**src/rtl/fft_frame_sched.sv**
```systemverilog
// Round-robin frame scheduler sharing one pipelined FFT between sources A and B.
// Each FFT output frame is tagged with its source channel through a small tag FIFO.
module fft_frame_sched #(
  parameter int IWIDTH  = 12,
  parameter int OWIDTH  = 16,
  parameter int LGWIDTH = 10,
  parameter int LGTAGS  = 2
) (
  input  logic                i_clk,
  input  logic                i_reset,
  input  logic                i_a_valid,
  output logic                o_a_ready,
  input  logic [2*IWIDTH-1:0] i_a_sample,
  input  logic                i_b_valid,
  output logic                o_b_ready,
  input  logic [2*IWIDTH-1:0] i_b_sample,
  output logic                o_fft_ce,
  output logic [2*IWIDTH-1:0] o_fft_sample,
  input  logic [2*OWIDTH-1:0] i_fft_result,
  input  logic                i_fft_sync,
  output logic                o_valid,
  output logic [2*OWIDTH-1:0] o_result,
  output logic                o_sync,
  output logic                o_chan,
  output logic                o_err
);
  localparam int unsigned DEPTH = 1 << LGTAGS;

  typedef enum logic [1:0] {IDLE, RUN_A, RUN_B} state_t;

  state_t              r_state;
  logic                r_last_grant;
  logic [LGWIDTH-1:0]  r_count;
  logic [DEPTH-1:0]    r_tags;
  logic [LGTAGS-1:0]   r_wptr;
  logic [LGTAGS-1:0]   r_rptr;
  logic [LGTAGS:0]     r_fill;
  logic                r_fft_ce_d;
  logic                r_active;

  logic                w_accept;
  logic                w_last;
  logic [2*IWIDTH-1:0] w_sample;
  logic                w_full;
  logic                w_empty;
  logic                w_grant_a;
  logic                w_grant_b;
  logic                w_push;
  logic                w_qsync;
  logic                w_pop;
  logic                w_out;

  assign o_a_ready = (r_state == RUN_A);
  assign o_b_ready = (r_state == RUN_B);
  assign w_accept  = (o_a_ready & i_a_valid) | (o_b_ready & i_b_valid);
  assign w_sample  = o_b_ready ? i_b_sample : i_a_sample;
  assign w_last    = (r_count == '1);

  // Fill never exceeds DEPTH, so its top bit alone marks a full FIFO.
  assign w_full    = r_fill[LGTAGS];
  assign w_empty   = (r_fill == '0);
  assign w_grant_a = (r_state == IDLE) & ~w_full & i_a_valid & (r_last_grant | ~i_b_valid);
  assign w_grant_b = (r_state == IDLE) & ~w_full & ~w_grant_a & i_b_valid
                     & (~r_last_grant | ~i_a_valid);
  assign w_push    = w_grant_a | w_grant_b;

  assign w_qsync   = r_fft_ce_d & i_fft_sync;
  assign w_pop     = w_qsync & ~w_empty;
  assign w_out     = r_fft_ce_d & (r_active | w_qsync);

  always_ff @(posedge i_clk) begin
    if (i_reset) begin
      r_state      <= IDLE;
      r_last_grant <= 1'b1;
      r_count      <= '0;
      r_tags       <= '0;
      r_wptr       <= '0;
      r_rptr       <= '0;
      r_fill       <= '0;
      r_fft_ce_d   <= 1'b0;
      r_active     <= 1'b0;
      o_fft_ce     <= 1'b0;
      o_fft_sample <= '0;
      o_valid      <= 1'b0;
      o_result     <= '0;
      o_sync       <= 1'b0;
      o_chan       <= 1'b0;
      o_err        <= 1'b0;
    end else begin
      // The FFT only advances on accepted samples; stalls freeze it.
      o_fft_ce <= w_accept;
      if (w_accept) begin
        o_fft_sample <= w_sample;
        r_count      <= r_count + 1'b1;
      end

      case (r_state)
        IDLE: begin
          if (w_grant_a)      r_state <= RUN_A;
          else if (w_grant_b) r_state <= RUN_B;
        end
        RUN_A, RUN_B: begin
          if (w_accept && w_last) begin
            r_state      <= IDLE;
            r_last_grant <= (r_state == RUN_B);
          end
        end
        default: r_state <= IDLE;
      endcase

      if (w_push) begin
        r_tags[r_wptr] <= w_grant_b;
        r_wptr         <= r_wptr + 1'b1;
      end
      if (w_pop) begin
        r_rptr   <= r_rptr + 1'b1;
        o_chan   <= r_tags[r_rptr];
        r_active <= 1'b1;
      end
      case ({w_push, w_pop})
        2'b10:   r_fill <= r_fill + 1'b1;
        2'b01:   r_fill <= r_fill - 1'b1;
        default: r_fill <= r_fill;
      endcase

      r_fft_ce_d <= o_fft_ce;
      o_sync     <= w_pop;
      o_valid    <= w_out;
      if (w_out) o_result <= i_fft_result;
      if (w_qsync && w_empty) o_err <= 1'b1;
    end
  end

endmodule

```
**config.mk**
```make
export PLATFORM = sky130hd
export DESIGN_NAME = fft_frame_sched
export DESIGN_NICKNAME = d
export VERILOG_FILES = /design/src/rtl/fft_frame_sched.sv
export SDC_FILE = /design/constraint.sdc
export NUM_CORES = 1
export LEC_CHECK = 0
export ABC_AREA = 1
export CORE_UTILIZATION = 30
export CTS_CLUSTER_SIZE = 14
export DETAILED_ROUTE_END_ITERATION = 8
export SYNTH_ARGS = -nofsm -noshare
export SYNTH_HDL_FRONTEND = slang
export SYNTH_SLANG_ARGS = --single-unit
export TNS_END_PERCENT = 100
```
**constraint.sdc**
```tcl
create_clock -name i_clk -period 2.15 [get_ports i_clk]
set_input_delay 0.3225 -clock i_clk [delete_from_list [all_inputs] [get_ports i_clk]]
set_output_delay 0.3225 -clock i_clk [all_outputs]
set_load 0.1 [all_outputs]
```
Word-level counts from Yosys, hierarchy flattened

Cells that the tools add are included.

Word-level logic and storage cells: 73
Output and inout port bits: 63
Register bits: 87

Eq/ne operators: 7
$lt $le $gt $ge: 3
Multiplexer cells: 11
$add $sub $neg: 5
Reduce and logical (&&, ||, !) cells: 9
Bitwise logic cells: 22

Operators with widths:

| operator                                             | number |
|---|---|
| two-way mux 24 bit                                   | 1 |
| bitwise AND 1 bit                                    | 11 |
| adder 10 x 1 -> 10 bit (second input constant)       | 1 |
| == test 10 bit (second input constant)               | 1 |
| < comparator 2 x 3 -> 1 bit (second input constant)  | 2 |
| two-way mux 2 bit                                    | 3 |
| NOT 1 bit                                            | 6 |
| case mux 3 bit (2 select lines)                      | 1 |
| bitwise OR 1 bit                                     | 5 |
| adder 2 x 1 -> 2 bit (second input constant)         | 2 |
| bitwise mux 4 bit                                    | 1 |
| == test 2 x 1 -> 1 bit (second input constant)       | 2 |
| == test 2 bit (second input constant)                | 2 |
| case mux 2 bit (2 select lines)                      | 1 |
| AND reduction 2 bit                                  | 2 |
| adder 3 x 1 -> 3 bit (second input constant)         | 1 |
| logical AND 1 bit                                    | 3 |
| zero test 3 bit                                      | 1 |
| inequality test 3 bit (second input constant)        | 1 |
| subtractor 3 x 1 -> 3 bit (second input constant)    | 1 |
| binary-select mux 1 bit (select 2 bit)               | 1 |
| demux 1 bit (select 2 bit)                           | 1 |
| >= comparator 2 x 1 -> 1 bit (second input constant) | 1 |
| zero test 2 bit                                      | 1 |
| other kinds (4)                                      | 5 |

Logic depth before layout (Yosys ltp)

Gate-level depths: netlist of run 1.

Depth in word-level cells: 11
Gate-level depth with buffers: 14

Worst setup path after synthesis of run 1

OpenSTA, ideal clock, no wires.

Path type: reg-to-reg
Start point: register r_state[0]
End point: register r_count[8]
Data required time: 2.022 ns
Period minus slack after synthesis: 2.167 ns
Stages on the path, launching flop included: 11
Setup slack: -0.017 ns
Arrival time: 2.039 ns
Cells stage by stage: dfxtp_1 > inv_1 > ha_1 > buf_4 > nand2_1 > nand2_2 > inv_1 > nor3_1 > nand3_1 > nand2_1 > nor2_1

Word-level cells in the longest chain between the ends: 3
Elaborated cells between the ends (all ways): 5

RTL lines:

| item                   | line | source |
|---|---|---|
| start, declared        | 31   | `state_t r_state;` |
| start signal, assigned | 73   | `r_state <= IDLE;` |
| start signal, assigned | 99   | `if (w_grant_a) r_state <= RUN_A;` |
| start signal, assigned | 100  | `else if (w_grant_b) r_state <= RUN_B;` |
| == test 2 bit          | 54   | `assign o_b_ready = (r_state == RUN_B);` |
| net o_b_ready          | 15   | `output logic o_b_ready,` |
| bitwise AND 1 bit      | 55   | `assign w_accept = (o_a_ready & i_a_valid) \| (o_b_ready & i_b_valid);` |
| bitwise OR 1 bit       | 55   |  |
| end signal, assigned   | 94   | `r_count <= r_count + 1'b1;` |
| end, declared          | 33   | `logic [LGWIDTH-1:0] r_count;` |

The timed path passes the listed nets, and every way through them passes these cells.
A chain may end at the register's enable or synchronous reset.

Worst setup path after layout of run 1

Start point: register r_state[1]
End point: register r_fill[2]

Word-level cells in the longest chain between the ends: 11
Elaborated cells between the ends (all ways): 13

RTL lines:

| item                                                                  | line   | source |
|---|---|---|
| zero test 2 bit (*)                                                   | 62, 63 |  |
| bitwise AND 1 bit (*)                                                 | 62, 63 |  |
| bitwise AND 1 bit (2 in a row)                                        | 62     | `assign w_grant_a = (r_state == IDLE) & ~w_full & i_a_valid & (r_last_grant \| ~i_b_valid);` |
| NOT 1 bit                                                             | 63     | `assign w_grant_b = (r_state == IDLE) & ~w_full & ~w_grant_a & i_b_valid` |
| bitwise AND 1 bit (2 in a row)                                        | 63     |  |
| bitwise AND 1 bit                                                     | 64     | `& (~r_last_grant \| ~i_a_valid);` |
| bitwise OR 1 bit (*)                                                  | 65     | `assign w_push = w_grant_a \| w_grant_b;` |
| == test 2 x 1 -> 1 bit or == test 2 bit (tied branches)               | 120    | `case ({w_push, w_pop})` |
| case mux 3 bit (2 select lines) or nonzero test 2 bit (tied branches) | n/a    |  |
| end signal, assigned                                                  | 121    | `2'b10: r_fill <= r_fill + 1'b1;` |
| end signal, assigned                                                  | 122    | `2'b01: r_fill <= r_fill - 1'b1;` |
| end signal, assigned                                                  | 123    | `default: r_fill <= r_fill;` |
| end, declared                                                         | 37     | `logic [LGTAGS:0] r_fill;` |

Mark *: on every way between the ends. The rest lies on a longest branch, timed or not.

==> metrics.md, run 1 <==
| Metric | Value |
|---|---|
| Outcome | `finished clean` |
| Drt first-iter violations | `127` |
| Routed Antenna Nets | `0` |
| Detailed Place HPWL | `6620 µm` |
| Core area | `11700 µm²` |
| Layout cells sized above 1 | `17.7%` |
| Max transition margin | `33.2%` |
| RSZ-0062 raised after global routing | `no` |
| Asr flop ratio synth | `0%` |
| Final Max Slew Viols | `0` |
| Post-Synth Simple-Gate Area | `18.6%` |
| Required time of the critical path | `2.37 ns` |
| CP top delay family | `adder cells` |
| Crit-path max FO | `3` |
| Routed WL | `9130 µm` |
| CTS sink count | `87` |
| Post-Synth Adder-Cell Area | `3.62%` |
| Clk_skew | `0.00880 ns` |
| DR vias/cell | `4.52` |
| Worst-margin pin slew | `1.00 ns` |
| Final Non-Filler Cells | `786` |
| Worst Hold Class | `flop to flop` |
| WP data arrival | `2.18 ns` |
| Endpoint class of the critical path | `flop` |
| Post-Synthesis Cells | `492` |
| Yosys warning total | `0` |
| Worst-path clk slew | `0.06 ns` |
| Yosys cell types | `26` |
| Total power | `7.03 mW` |
| Clock network latency to the later pin of the worst-skew pair | `0.33 ns` |
| CP max stage cell | `fa_2` |
| Final Hold Fails | `0` |
| Mux cell area share after synthesis | `0%` |
| Leak Pwr | `2.41 nW` |
| Min Tclk post-route | `1.97 ns` |
| H-tree depth | `3` |
| Chip Height | `112 µm` |
| Final instance area | `5570 µm²` |
| Peak Freq | `508 MHz` |
| DR WL/cell | `11.6 µm` |
| DP Cell Count | `769` |
| Fin util | `47.7%` |
| FF-to-FF setup slack | `0.18 ns` |
| Total GRT Usage | `14.8%` |
| Crit path kind | `flop to flop` |
| Count of state elements after synthesis | `87` |
| Final WS setup | `0.183 ns` |
| Final period utilization | `91.5%` |
| Io pins | `148` |
| Vias in the first global route | `3357` |
| Inserted Diodes | `0` |
| Setup violators final | `0` |
| Main synth FF type | `dfxtp_1` |
| Crit path launch type | `flop` |
| CTS max path bufs | `2` |
| Cells along the critical path | `inv_2 > ha_2 > inv_1 > nor2_1 > nand3_1 > nand2_2 > inv_2 > ha_4 > inv_2 > fa_2 > a21oi_2 > o21ai_2 > o21ai_1 > a21oi_1` |
| IO buf count | `147` |
| Initial antenna violation count | `0` |
| Via count | `3556` |
| Die area | `12600 µm²` |
| Net count after synthesis | `587` |
| Area grow syn2layout | `52.0%` |
| Bufs and invs on worst path | `4` |
| Chip width | `112 µm` |
| Layout fillers | `1168` |
| Crit-path max cell delay | `0.37 ns` |
| Cell Area, Placed | `5160 µm²` |
| Cts hold-fix bufs | `0` |
| Num rows | `39` |
| Max-Cap Viols | `0` |
| Synth Area per Inst | `7.44 µm²` |
| Sequential area share after synthesis | `47.6%` |
| Hold WS | `0.435 ns` |
| Routability Congestion | `0.774` |
| DP Worst Slack | `-0.208 ns` |
| Most used cell along the critical path | `inv_2` |
| Compound-Gate Fraction of Synth Area | `21.1%` |
| Dominant combinational cell family by area after synthesis | `compound AO/OA/AOI/OAI gates` |
| XOR/XNOR share of the synthesized area | `0%` |
| Largest net degree at the start of global routing | `77` |
| Max IR drop VDD | `0.724 mV` |
| TritonCTS Buffers | `9` |
| Netlist Area Pre-Place | `3660 µm²` |
| Clock root cell | `clkbuf_16` |
| First-pass GRT wire length | `15200 µm` |
| DRC | `0` |
| Global route overflow | `0` |
| Total negative setup slack | `0 ns` |
| CTS tree | `yes` |
| Pwr Density | `1260 nW/µm²` |
| Count of nets after finishing | `733` |
| Post-synth EDFFs | `0` |
| First-pass iteration count of the detailed router | `4` |
| Initial Utilization | `31.4%` |
[logic make-up after synthesis]
logic type / after synthesis
simple gates: 165
buf+inv: 82
fa+ha+maj: 10
flops: 87
compound gates: 148
[power by group]
part	switching (mW)	total [mW]	internal, mW
sequential	0.142	2.01	1.87
combinational	2.27	3.11	0.838
clock	0.620	1.91	1.29
[worst reg2reg max path: stages (launching register included)]
cell	delay (ns)
dfxtp_2	0.33
inv_2	0.04
ha_2	0.18
inv_1	0.05
nor2_1	0.05
nand3_1	0.12
nand2_2	0.08
inv_2	0.09
ha_4	0.13
inv_2	0.04
fa_2	0.37
a21oi_2	0.14
o21ai_2	0.07
o21ai_1	0.13
a21oi_1	0.05
[layer usage]
layer | track usage [%] | up-vias | share of wire (%)
met5 | 0 | - | 0
met4 | 4.80 | 0 | 1.0
met3 | 5.83 | 9 | 8.9
met2 | 25.4 | 121 | 46
met1 | 16.8 | 1546 | 45
li1 | - | 1880 | -
[sequential cells by signal (all words and copies together) (netlist names), 2 cells and up]
| register | cells |
|---|---|
| o_fft_sample | 24 |
| o_result | 32 |
| r_count | 10 |
| r_fill | 3 |
| r_rptr | 2 |
| r_state | 2 |
| r_tags | 4 |
| r_wptr | 2 |
[cell usage in the layout (no fill, tap or decap), types with 2 or more instances in the layout]
| cell type | instances |
|---|---|
| o21ai_2 | 2 |
| a21oi_1 | 65 |
| buf_12 | 2 |
| ha_1 | 6 |
| nand3_2 | 3 |
| ha_2 | 2 |
| inv_1 | 51 |
| o21ai_0 | 74 |
| clkdlybuf4s50_1 | 84 |
| inv_2 | 3 |
| nand3_1 | 9 |
| dfxtp_1 | 85 |
| buf_4 | 76 |
| bufinv_16 | 4 |
| nand2_2 | 2 |
| a21oi_2 | 2 |
| clkbuf_16 | 9 |
| dfxtp_2 | 2 |
| nand2_1 | 33 |
| nor2_1 | 114 |
[layout make-up]
class | count | area [µm²] | area share (%)
multi-input combinational | 323 | 1610 | 29.0
tap | 143 | 179 | 3.21
clock inverter | 5 | 129 | 2.32
sequential | 87 | 1740 | 31.3
timing repair buffer | 162 | 1450 | 26.1
inverter | 55 | 206 | 3.71
clock buffer | 11 | 243 | 4.36
[path summary, 6_finish.rpt]
path | startpoint | endpoint | cells past startpoint
worst min register to register | o_fft_ce | r_fft_ce_d | 2
worst max-delay path | r_state[1] | r_fill[2] | 14
worst min-delay path | o_fft_ce | r_fft_ce_d | 2
worst max register to register | r_state[1] | r_fill[2] | 14
[repair_timing]
item | 4_1_cts | 5_1_grt
pin swaps | 0 | 6
setup endpoints to repair | 1 | 2
setup buffers | 0 | 1
gates resized for setup | 1 | 13
[Yosys cell counts (2+ instances only)]
library cell	n	share of area, %
ha_1	9	3.1
nand3_2	3	0.82
nand2_1	34	3.5
inv_1	55	5.6
nand3_1	9	1.2
o21ai_0	76	10
a21oi_1	66	9.0
clkbuf_1	13	1.3
buf_4	2	0.41
nor2_1	114	12
buf_2	10	1.4
dfxtp_1	87	48
Power figures use the tool's default switching activity.
==> inputs of run 2 (changes only) <==
- ABC_AREA: 1 -> not set
- CAP_MARGIN: not set -> 5
==> metrics.md, run 2 <==
| Metric | Value |
|---|---|
| Outcome | `finished with violations` |
| Failing checks | `design-rule violations` |
| Vias in the first global route | `3201 (-4.6%)` |
| DP Worst Slack | `-0.182 ns (+0.0257 ns)` |
| Sequential area share after synthesis | `48.2% (+0.68 points)` |
| CTS tree | `yes` |
| Reg with most FFs | `o_result` |
| Max transition margin | `69.7% (+37 points)` |
| Most frequent cells in the layout | `86 x buf_4, 84 x dfxtp_1, 83 x clkdlybuf4s50_1` |
| Max reg flops | `32 (unchanged)` |
| Most used cell along the critical path | `inv_2` |
| CTS sink count | `87 (unchanged)` |
| Layout cells sized above 1 | `23.4% (+5.7 points)` |
| Hold Path Origin | `i_reset` |
| WP data arrival | `2.41 ns (+0.23 ns)` |
| FF-to-FF setup slack | `0.02 ns (-0.16 ns)` |
| Net count after synthesis | `502 (-14%)` |
| Max-Cap Viols | `0 (unchanged)` |
| First-pass GRT wire length | `15100 µm (-0.77%)` |
| Area grow syn2layout | `53.7%` |
| Synth Area per Inst | `8.87 µm² (+19%)` |
| First-pass iteration count of the detailed router | `6 (+2)` |
| Final Non-Filler Cells | `711 (-9.5%)` |
| Core area | `11600 µm² (-0.84%)` |
| Leak Pwr | `2.10 nW (-13%)` |
| H-tree depth | `3 (unchanged)` |
| Top post-synthesis cells by area | `dfxtp_1 48%, nand2_1 7.9%, mux2i_1 6.9%` |
| Largest area contributor in the netlist | `dfxtp_1` |
| Hold path endpoint | `o_fft_sample[11]` |
| Worst Hold Class | `input pin to flop` |
| Registers with the most flip-flops | `o_result (32), o_fft_sample (24), r_count (10)` |
| Crit path kind | `flop to flop` |
| Asr flop ratio synth | `0% (unchanged)` |
| Yosys warning total | `0 (unchanged)` |
| Commonest non-fill, non-tap cell in the layout | `buf_4` |
| Clk_skew | `0.00556 ns (-0.00325 ns)` |
| Main synth FF type | `dfxtp_1` |
| Final instance area | `5550 µm² (-0.29%)` |
| CTS max path bufs | `2 (unchanged)` |
| Clock root cell | `clkbuf_16` |
| Final Max Slew Viols | `0 (unchanged)` |
| Total GRT Usage | `15.1% (+0.36 points)` |
| TritonCTS Buffers | `9 (unchanged)` |
| Required time of the critical path | `2.42 ns (+0.05 ns)` |
| CP max stage cell | `or3_4` |
| Largest net degree at the start of global routing | `52 (-32%)` |
| Fin util | `48.0% (+0.26 points)` |
| Total power | `6.26 mW (-11%)` |
| Yosys cell types | `40 (+54%)` |
| DR vias/cell | `4.60 (+1.6%)` |
| RR Endpoint | `r_fill[2]` |
| Crit-path max cell delay | `0.39 ns (+0.02 ns)` |
| Netlist Area Pre-Place | `3610 µm² (-1.4%)` |
| Final WS setup | `0.0182 ns (-0.165 ns)` |
| Io pins | `148 (unchanged)` |
| CP top delay family | `adder cells` |
| RSZ-0062 raised after global routing | `yes` |
| Routability Congestion | `0.706 (-8.8%)` |
| Count of nets after finishing | `658 (-10%)` |
| Worst-path clk slew | `0.07 ns (about the same)` |
| Setup violators final | `0 (unchanged)` |
| Endpoint class of the critical path | `flop` |
| IO buf count | `147 (unchanged)` |
| Most frequent cell after synthesis | `dfxtp_1` |
| Cell Area, Placed | `5160 µm² (about the same)` |
| DP Cell Count | `690 (-10%)` |
| Routed WL | `9320 µm (+2.0%)` |
| Cts hold-fix bufs | `0 (unchanged)` |
| Total negative setup slack | `0 ns (unchanged)` |
| Post-Synthesis Cells | `407 (-17%)` |
| Worst-margin pin slew | `0.454 ns (-0.547 ns)` |
| Via count | `3269 (-8.1%)` |
| Crit path launch type | `flop` |
| Worst Setup SP | `r_state[1]` |
| Drt first-iter violations | `204 (+61%)` |
| Detailed Place HPWL | `6740 µm (+1.7%)` |
| Post-synth EDFFs | `0 (unchanged)` |
| DRC | `14 (+14)` |
| Count of state elements after synthesis | `87 (unchanged)` |
| Crit-path max FO | `2 (-1)` |
| Final Hold Fails | `0 (unchanged)` |
| Worst r2r src | `r_state[1]` |
| Cells on worst reg2reg path | `10 (-4)` |
| Bufs and invs on worst path | `2 (-2)` |
| Top-area cell type share of the netlist area | `48.2% (+0.68 points)` |
| Peak Freq | `469 MHz (-7.7%)` |
| Min Tclk post-route | `2.13 ns (+0.165 ns)` |
| Final period utilization | `99.2% (+7.7 points)` |
| Global route overflow | `0 (unchanged)` |
| DR WL/cell | `13.1 µm (+13%)` |
| Routed Antenna Nets | `0 (unchanged)` |
| Cells along the critical path | `inv_2 > ha_4 > nor2b_4 > o21ai_2 > ha_2 > inv_2 > fa_2 > xor2_2 > or3_4 > a21oi_2` |
| Initial antenna violation count | `0 (unchanged)` |
| Chip Height | `112 µm (-0.69%)` |
| Chip width | `112 µm (-0.69%)` |
| Post-synth top cells | `87 x dfxtp_1, 76 x nand2_1, 47 x nor2_1` |
| Hold WS | `0.292 ns (-0.143 ns)` |
| Clock network latency to the later pin of the worst-skew pair | `0.34 ns (about the same)` |
| Num rows | `39 (unchanged)` |
| Pwr Density | `1130 nW/µm² (-11%)` |
| Inserted Diodes | `0 (unchanged)` |
| Hold Path Cell Cnt | `2 (unchanged)` |
| Initial Utilization | `31.2% (-0.18 points)` |
| Max IR drop VDD | `0.552 mV (-24%)` |
| Die area | `12500 µm² (-1.4%)` |
## run 2: cell count changes in the layout (fill, tap and decap cells not counted), sizes merged, moves of 8 or more
cell	change
nor2	-68
o21ai	-67
mux2i	+25
buf	+11
nand3	-8
a21oi	-26
xnor2	+9
nand2	+41
a211oi	+24
inv	-37
## run 2: cell families (layout without fill, tap and decap cells)
logic type                 count (synthesis)  in the layout  share of synthesized area, %
adders and majority gates                 10             10                          3.67
muxes                                     27             27                          7.87
AOI/OAI and AO/OA                         83             83                          14.5
and+or+nand+nor                          146            146                          17.7
DFF                                       87             87                          48.2
xor gates and xnor gates                  13             13                          3.15
buffers and inverters                     41            202                          4.85
## run 2: area by class of cell
class | instances | area (µm²)
Clock inverter | 7 | 77.6
Timing Repair Buffer | 172 | 1520
Tap cell | 143 | 179
Multi-Input combinational cell | 279 | 1750
Inverter | 14 | 52.6
Fill cell | 1067 | 6020
Sequential cell | 87 | 1750
Clock buffer | 9 | 225
## run 2: power breakdown
group	leakage [nW]	switching (mW)	internal, mW	total, mW
Clock	0.147	0.685	0.913	1.60
Combinational	1.25	1.82	0.876	2.69
Sequential	0.707	0.134	1.83	1.96
Total	2.10	2.64	3.62	6.26
## run 2: worst max path at each step
| stage | end | slack (ns) | depth (start not counted) |
|---|---|---|---|
| 3_3_place_gp | r_fill[2] | -0.12 | 8 |
| 2_1_floorplan | r_fill[2] | -0.005 | 10 |
| 6_report | r_fill[2] | 0.02 | 10 |
| 5_1_grt | r_fill[2] | -0.06 | 10 |
| 4_1_cts | r_fill[2] | 0.006 | 10 |
| 3_5_place_dp | r_fill[2] | -0.18 | 8 |
## run 2: layer usage
metal / global-route usage, % / part of all wire (%)
met4: 7.03 / 2.0
met1: 17.8 / 42
met3: 4.52 / 8.2
met5: 0 / 0
met2: 25.3 / 47
## run 2: what timing repair did
action / CTS / global route
setup buffers: 1 / 4
pin swaps: 1 / 6
gates resized for setup: 3 / 13
endpoints found under the setup margin: 1 / 1
==> inputs of run 3 (changes only) <==
- CELL_PAD_IN_SITES_DETAIL_PLACEMENT: not set -> 1
- CELL_PAD_IN_SITES_GLOBAL_PLACEMENT: not set -> 1
- CORE_UTILIZATION: 30 -> 28
- CTS_CLUSTER_SIZE: 14 -> not set
- PLACE_DENSITY_LB_ADDON: not set -> 0.1
==> metrics.md, run 3 (synthesis gave the netlist of run 2 again) <==
| Metric | Value |
|---|---|
| Outcome | `finished clean` |
| Fin util | `43.8% (-4.2 points)` |
| WP data arrival | `2.31 ns (-0.10 ns)` |
| Initial Utilization | `28.6% (-2.6 points)` |
| Crit path launch type | `flop` |
| Registers with the most flip-flops | `o_result (32), o_fft_sample (24), r_count (10)` |
| Total GRT Usage | `15.2% (+0.10 points)` |
| Max-Cap Viols | `0 (unchanged)` |
| Min Tclk post-route | `2.04 ns (-0.0901 ns)` |
| Routed WL | `10300 µm (+10%)` |
| DR WL/cell | `14.0 µm (+6.8%)` |
| Hold Path Cell Cnt | `2 (unchanged)` |
| RSZ-0062 raised after global routing | `yes` |
| Cts hold-fix bufs | `0 (unchanged)` |
| Leak Pwr | `2.07 nW (-1.7%)` |
| Layout cells sized above 1 | `20.8% (-2.6 points)` |
| TritonCTS Buffers | `9 (unchanged)` |
| Worst Hold Class | `input pin to flop` |
| Worst-margin pin slew | `0.424 ns (-0.0301 ns)` |
| DP Cell Count | `717 (+3.9%)` |
| Endpoint class of the critical path | `flop` |
| CP top delay family | `adder cells` |
| DR vias/cell | `4.53 (-1.4%)` |
| Most frequent cells in the layout | `85 x dfxtp_1, 83 x clkdlybuf4s50_1, 78 x buf_4` |
| Hold WS | `0.401 ns (+0.109 ns)` |
| Total power | `6.13 mW (-2.0%)` |
| Max transition margin | `71.8% (+2.0 points)` |
| CTS max path bufs | `2 (unchanged)` |
| Final Hold Fails | `0 (unchanged)` |
| Vias in the first global route | `3265 (+2.0%)` |
| Bufs and invs on worst path | `2 (unchanged)` |
| Cells along the critical path | `inv_1 > ha_1 > nor2b_1 > o21ai_2 > ha_2 > inv_1 > fa_2 > xor2_1 > or3_1 > a21oi_2` |
| Area grow syn2layout | `53.0%` |
| Max reg flops | `32 (unchanged)` |
| Count of nets after finishing | `652 (-0.91%)` |
| Clock root cell | `clkbuf_16` |
| Layout fillers | `1507 (+41%)` |
| Via count | `3326 (+1.7%)` |
| First-pass iteration count of the detailed router | `4 (-2)` |
| Hold Path Origin | `i_reset` |
| First-pass GRT wire length | `15600 µm (+3.3%)` |
| DRC | `0 (-14)` |
| Routed Antenna Nets | `0 (unchanged)` |
| Required time of the critical path | `2.42 ns (about the same)` |
| Crit-path max cell delay | `0.33 ns (-0.06 ns)` |
| Hold path endpoint | `r_count[2]` |
| Cell Area, Placed | `5210 µm² (+0.90%)` |
| Peak Freq | `490 MHz (+4.4%)` |
| H-tree depth | `3 (unchanged)` |
| Largest net degree at the start of global routing | `56 (+7.7%)` |
| Pwr Density | `1110 nW/µm² (-1.5%)` |
| Crit-path max FO | `3 (+1)` |
| FF-to-FF setup slack | `0.11 ns (+0.09 ns)` |
| Reg with most FFs | `o_result` |
| Clock network latency to the later pin of the worst-skew pair | `0.33 ns (about the same)` |
| Most used cell along the critical path | `inv_1` |
| Core area | `12600 µm² (+9.1%)` |
| Global route overflow | `0 (unchanged)` |
| Cells on worst reg2reg path | `10 (unchanged)` |
| DP Worst Slack | `-0.145 ns (+0.0372 ns)` |
| Final Max Slew Viols | `0 (unchanged)` |
| Commonest non-fill, non-tap cell in the layout | `dfxtp_1` |
| CTS tree | `yes` |
| Final WS setup | `0.108 ns (+0.0901 ns)` |
| RR Endpoint | `r_fill[2]` |
| Final Non-Filler Cells | `734 (+3.2%)` |
| Detailed Place HPWL | `7580 µm (+12%)` |
| Chip width | `116 µm (+3.4%)` |
| Worst-path clk slew | `0.06 ns (about the same)` |
| Routability Congestion | `0.693 (-1.9%)` |
| Final period utilization | `95.0% (-4.2 points)` |
| Chip Height | `116 µm (+3.4%)` |
| Worst r2r src | `r_state[0]` |
| CP max stage cell | `fa_2` |
| Num rows | `41 (+5.1%)` |
| Final instance area | `5520 µm² (-0.50%)` |
| Drt first-iter violations | `113 (-45%)` |
| Die area | `13300 µm² (+7.0%)` |
| CTS sink count | `87 (unchanged)` |
| Setup violators final | `0 (unchanged)` |
| Inserted Diodes | `0 (unchanged)` |
| Crit path kind | `flop to flop` |
| Total negative setup slack | `0 ns (unchanged)` |
| Io pins | `148 (unchanged)` |
| IO buf count | `147 (unchanged)` |
| Max IR drop VDD | `0.411 mV (-26%)` |
| Clk_skew | `0.00569 ns (+0.000131 ns)` |
| Initial antenna violation count | `0 (unchanged)` |
-- run 3: power breakdown --
part | switching [mW] | internal (mW)
clock network | 0.615 | 0.932
registers | 0.126 | 1.83
logic | 1.82 | 0.806
-- run 3: layout make-up --
cell class / instances / area, µm² / area share (%)
Tap cell: 172 / 215 / 3.90
Sequential cell: 87 / 1740 / 31.6
Inverter: 14 / 52.6 / 0.952
Timing Repair Buffer: 166 / 1500 / 27.2
Clock inverter: 3 / 42.5 / 0.770
Clock buffer: 13 / 250 / 4.53
Multi-Input combinational cell: 279 / 1720 / 31.1
-- run 3: what timing repair did --
action	CTS	global route
setup endpoints to repair	1	1
pin swaps	2	1
setup buffers	0	1
gates resized for setup	4	3
-- run 3: per-layer routing --
layer,GRT usage [%],vias up,wire length [µm]
li1,-,1674,-
met1,17.1,1544,4320
met2,27.7,95,5240
met3,3.03,13,542
met4,6.75,0,171
met5,0,-,0
-- run 3: worst max path at each step --
stage,startpoint,to,cells after the start
6_report,r_state[0],r_fill[2],10
5_1_grt,r_state[0],r_fill[2],10
4_1_cts,r_state[1],r_fill[2],10
3_5_place_dp,i_fft_sync,r_fill[2],9
3_3_place_gp,i_fft_sync,r_fill[2],9
2_1_floorplan,r_state[0],r_fill[2],10
